### src/rtl/dbus_bridge_pkg.sv
// Shared types and defaults for the core data-port to system-bus bridge.
package dbus_bridge_pkg;

  typedef enum logic [1:0] {
    IDLE = 2'd0,
    REQ  = 2'd1,
    RSP  = 2'd2,
    DONE = 2'd3
  } dbus_state_t;

  localparam logic [31:0] DBUS_ERR_DATA = 32'hDEAD_BEEF;
  localparam int          DBUS_TIMEOUT  = 255;

endpackage

### src/rtl/dbus_bridge.sv
// Turns a single core load/store into a valid/ready bus request plus a response
// wait with timeout, stalling the core until the result is presented.
module dbus_bridge
  import dbus_bridge_pkg::*;
#(
  parameter int          TIMEOUT  = DBUS_TIMEOUT,
  parameter logic [31:0] ERR_DATA = DBUS_ERR_DATA
) (
  input  logic        clk,
  input  logic        rst,
  input  logic        d_req,
  input  logic [31:0] d_addr,
  input  logic [3:0]  d_we,
  input  logic [31:0] d_wr_data,
  output logic [31:0] d_rd_data,
  output logic        d_stall,
  output logic        d_err,
  output logic        bus_req_valid,
  input  logic        bus_req_ready,
  output logic [31:0] bus_addr,
  output logic [3:0]  bus_wstrb,
  output logic [31:0] bus_wdata,
  input  logic        bus_rsp_valid,
  input  logic [31:0] bus_rsp_data,
  input  logic        bus_rsp_err
);

  localparam int CNT_W = $clog2(TIMEOUT + 1);
  localparam logic [CNT_W-1:0] CNT_LIMIT = CNT_W'(TIMEOUT);

  dbus_state_t      state;
  logic [CNT_W-1:0] cnt;
  logic             orphan;
  logic             unused_addr_lsb;

  // Byte offset is dropped: the bus only sees word addresses.
  assign unused_addr_lsb = ^d_addr[1:0];

  assign d_stall = (state == IDLE) ? d_req : (state != DONE);

  always_ff @(posedge clk or negedge rst) begin
    if (!rst) begin
      state         <= IDLE;
      bus_req_valid <= 1'b0;
      bus_addr      <= '0;
      bus_wstrb     <= '0;
      bus_wdata     <= '0;
      d_rd_data     <= '0;
      d_err         <= 1'b0;
      orphan        <= 1'b0;
      cnt           <= '0;
    end else begin
      // A late response to an abandoned access is swallowed wherever it lands.
      if (orphan && bus_rsp_valid) begin
        orphan <= 1'b0;
      end

      case (state)
        IDLE: begin
          if (d_req) begin
            bus_addr      <= {d_addr[31:2], 2'b00};
            bus_wstrb     <= d_we;
            bus_wdata     <= d_wr_data;
            bus_req_valid <= 1'b1;
            state         <= REQ;
          end
        end

        REQ: begin
          if (bus_req_ready) begin
            bus_req_valid <= 1'b0;
            cnt           <= '0;
            state         <= RSP;
          end
        end

        RSP: begin
          if (bus_rsp_valid) begin
            if (orphan) begin
              cnt <= '0;
            end else begin
              if (bus_wstrb == 4'b0000) begin
                d_rd_data <= bus_rsp_err ? ERR_DATA : bus_rsp_data;
              end
              d_err <= bus_rsp_err;
              state <= DONE;
            end
          end else if (cnt == CNT_LIMIT) begin
            d_rd_data <= ERR_DATA;
            d_err     <= 1'b1;
            orphan    <= 1'b1;
            state     <= DONE;
          end else begin
            cnt <= cnt + 1'b1;
          end
        end

        DONE: begin
          state <= IDLE;
        end

        default: state <= IDLE;
      endcase
    end
  end

endmodule

### config.mk
export PLATFORM = sky130hd
export DESIGN_NAME = dbus_bridge
export DESIGN_NICKNAME = d
export VERILOG_FILES = /design/src/rtl/dbus_bridge_pkg.sv /design/src/rtl/dbus_bridge.sv
export SDC_FILE = /design/constraint.sdc
export NUM_CORES = 1
export LEC_CHECK = 0
export ABC_AREA = 1
export CORE_MARGIN = 2
export CORE_UTILIZATION = 43
export CTS_CLUSTER_SIZE = 8
export DETAILED_ROUTE_END_ITERATION = 6
export PLACE_DENSITY = 0.81
export SLEW_MARGIN = 30
export SYNTH_ARGS = -nofsm -noshare
export SYNTH_HDL_FRONTEND = slang
export SYNTH_SLANG_ARGS = --single-unit
### constraint.sdc
create_clock -name clk -period 2 [get_ports clk]
set_clock_uncertainty 0.05 [all_clocks]
set_input_delay 0.6 -clock clk [delete_from_list [all_inputs] [get_ports clk]]
set_output_delay 0.6 -clock clk [all_outputs]
set_load 0.02 [all_outputs]
==> metrics, run 1 <==
routability cong.=~0.78; Post-Place Worst Slack=-0.541 ns; GRT met2 Usage=0.356; Worst Path Class, Setup=reg2out; sequence of cells on the critical path=clkdlybuf4s50_1; remaining antenna violation count after routing=0; RSZ-0062 raised after global routing=false; launching point of the worst reg2reg path=state[1]; first drt pass iteration count=5; number of levels the H-tree was split into=3; number of fillers in the final layout=around 860; vertical extent of the die=roughly 110 um; via density per instance=5.06; flop and latch count out of synthesis=around 110; Req. time, crit path=1.35 ns; sequential element share of the synthesized area=0.565; total of buffers placed on input and output ports=204; number of hold violations in the final report=0; Net Sw Frac=0.375; number of rows in the core area=39; average footprint of a synthesized cell=roughly 11 um^2; combinational fraction of design power=0.509; part of the power in the clock network=0.158; Max IR drop VDD=around 0.0011 V; first-pass GRT wire length=between 20000 and 25000 um; path category of the worst min-delay check=in2async; yosys warns=0; Worst-Margin Slew=about 0.62 ns; pins over their slew limit=0; result of the run=finished, final reports clean; hold-fix buffer count after cts=0; area of the mapped netlist=4920 um^2; clock period minus worst slack=a little under 2 ns; vias after detailed routing=approximately 4.0k; post-route worst setup slack=0.0389 ns; total chip power=around 12 mW; number of DRC markers after the initial detailed-route iteration=roughly 330; detailed-placement wirelength estimate=approximately 9200 um; arrival time of the worst setup path=between 1 and 1.5 ns; Crit path largest cell delay=a little over 0.6 ns; overflow left after global routing=0; clock latency of the later-clocked register in the worst-skew pair=roughly 0.34 ns; post-route design area=~7600 um^2; all-layer global routing usage=0.210; category of the worst setup path launch point=flop; internal power contribution=around 7.3 mW; initial antenna violation count=0; io pins=around 210; top library cells by usage in the layout, fill and taps aside=158 x sky130_fd_sc_hd__clkdlybuf4s50_1, 111 x sky130_fd_sc_hd__dfrtp_1, 96 x sky130_fd_sc_hd__nand2_1, 66 x sky130_fd_sc_hd__mux2_2, 36 x sky130_fd_sc_hd__dlymetal6s2s_1; placed cell count=781; starting density of the core=0.436; antenna fix cells=0; Most Used Layer, Global Route=met2; met1 Usage GRT=0.265; Largest delay share family, worst path=buffers and inverters; area growth from synthesis to final layout=54.5%; number of setup violations in the final report=0; distinct cell type count of the synthesized netlist=29; post-placement cell area=between 7000 and 8000 um^2; vias in the first global route=4237; switching pwr=roughly 4.3 mW; largest fanout on the critical path=2; Critical Path Sink Type=primary output; highest-delay cell along the critical path=sky130_fd_sc_hd__clkdlybuf4s50_1; achievable frequency=just over 500 MHz; number of max-cap violations=0; CTS Buf Count=9; normalized max-slew margin=0.588; clock root buffer master=sky130_fd_sc_hd__clkbuf_16; fraction of final layout cells with drive strength greater than 1=0.218; met3 track utilization from global routing=0.0465; synthesized netlist cell count=444; number of buffer and inverter stages on the critical path=1; final routed wirelength across all metal layers=between 10000 and 15000 um; Sequential Power Share=0.334; average wire per cell in the routed design=15.8 um; Worst Hold Slack=roughly 0.16 ns; leakage power=roughly 3.7 nW; clock edge transition at the registers on the reported setup and hold paths=about 0.080 ns; clk sink count=around 110; Bufs on Longest Clock Path=2; die area=roughly 12000 um^2; period utilization=0.981; final layout net count=762; post-route non-filler standard cell count=approximately 800; core footprint=around 11000 um^2; clock tree from TritonCTS=built; pin count of the biggest net entering global routing=just under 70; area of the multi-input gates=roughly 1900 um^2; sequential cell area in the final layout=around 2800 um^2; commonest non-fill, non-tap cell in the layout=sky130_fd_sc_hd__clkdlybuf4s50_1; die width=about 110 um; launching instance or port of the critical path=bus_wdata[4]; Power Density=1530 nW/um^2; detailed-route DRC error count=0
-- stage by stage --
| step | utilization | setup TNS [ns] |
|---|---|---|
| final | 0.674 | 0 |
| after global routing | 0.674 | 0 |
| after CTS | 0.664 | -0.000466 |
| after detailed placement | 0.636 | -30.22 |
| after global placement | 0.636 | -25.47 |
| after floorplan | - | 0 |
-- synthesized netlist by cell type, drive strengths merged --
master | instances | area, um^2
buf | 22 | 173
o22ai | 1 | 6.26
a21oi | 1 | 5.00
or2 | 25 | 156
ha | 5 | 62.6
nand4 | 32 | 200
clkbuf | 5 | 18.8
nand3 | 16 | 110
mux2 | 66 | 743
nand2 | 100 | 383
o21ai | 14 | 85.1
o21bai | 2 | 15.0
conb | 1 | 3.75
nor2 | 19 | 83.8
dfrtp | 111 | 2780
o21a | 1 | 7.51
inv | 23 | 86.3
-- flip-flops by register name (all words and copies together), names as in the netlist --
register,flops
state,2
orphan,1
bus_req_valid,1
bus_wdata,32
cnt,8
bus_wstrb,4
d_err,1
d_rd_data,32
bus_addr,30
-- metal layers --
| layer | vias to the layer above | routed length (um) | part of all wire |
|---|---|---|---|
| met3 | 20 | 935 | 0.074 |
| met4 | 0 | 280 | 0.022 |
| met5 | - | 0 | 0 |
| met1 | 1957 | 5020 | 0.40 |
| li1 | 1888 | - | - |
| met2 | 175 | 6370 | 0.51 |
-- path summary, 6_finish.rpt --
| check | end | slack (ns) | cells after the start |
|---|---|---|---|
| min | bus_addr[11] | 0.16 | 1 |
| min reg2reg | d_rd_data[10] | 0.42 | 2 |
| max | bus_wdata[4] | 0.04 | 1 |
| max in group asynchronous | bus_addr[31] | 1.20 | 2 |
| max reg2reg | bus_addr[17] | 0.17 | 5 |
| min in group clk | d_rd_data[10] | 0.42 | 2 |
-- what timing repair did --
item,in CTS,in global routing
hold endpoints to repair,0,0
setup buffers,0,2
resized for setup,18,38
setup endpoints to repair,74,37
-- power groups by stage --
| stage | logic, mW | clock network [mW] | registers (mW) |
|---|---|---|---|
| after floorplan | 1.87 | 0 | 5.14 |
| after global placement | 5.85 | 0 | 3.85 |
| after detailed placement | 5.98 | 0 | 3.92 |
| after CTS | 5.98 | 1.88 | 3.90 |
| after global routing | 6.29 | 1.98 | 4.01 |
| final | 5.90 | 1.83 | 3.87 |
-- logic make-up (layout without fill, tap and decap cells) --
group	Yosys count	count (layout)	synth area share
adders and majority gates	5	5	0.0127
muxes	66	66	0.151
buffers and inverters	50	261	0.0565
DFF	111	111	0.565
AOI/OAI and AO/OA	19	19	0.0242
and+or+nand+nor	192	192	0.190
other	1	2	0.000763
-- cell type report --
type,instances,share of cell area
multi-input cells,284,0.248
inverters,23,0.0114
well taps,143,0.0236
clock inverters,6,0.00906
flip-flops and latches,111,0.366
repair buffers,222,0.311
clock buffers,10,0.0315
(Power assumes the default switching activity.)
==> run 2, diff against run 1 <==
--- a/config.mk
+++ b/config.mk
@@ -6,6 +6,7 @@
 export NUM_CORES = 1
 export LEC_CHECK = 0
 export ABC_AREA = 1
+export CAP_MARGIN = 30
 export CORE_MARGIN = 2
 export CORE_UTILIZATION = 43
 export CTS_CLUSTER_SIZE = 8
==> results of run 2 <==
Final layout, timing and power as in run 1 (identical DEF).
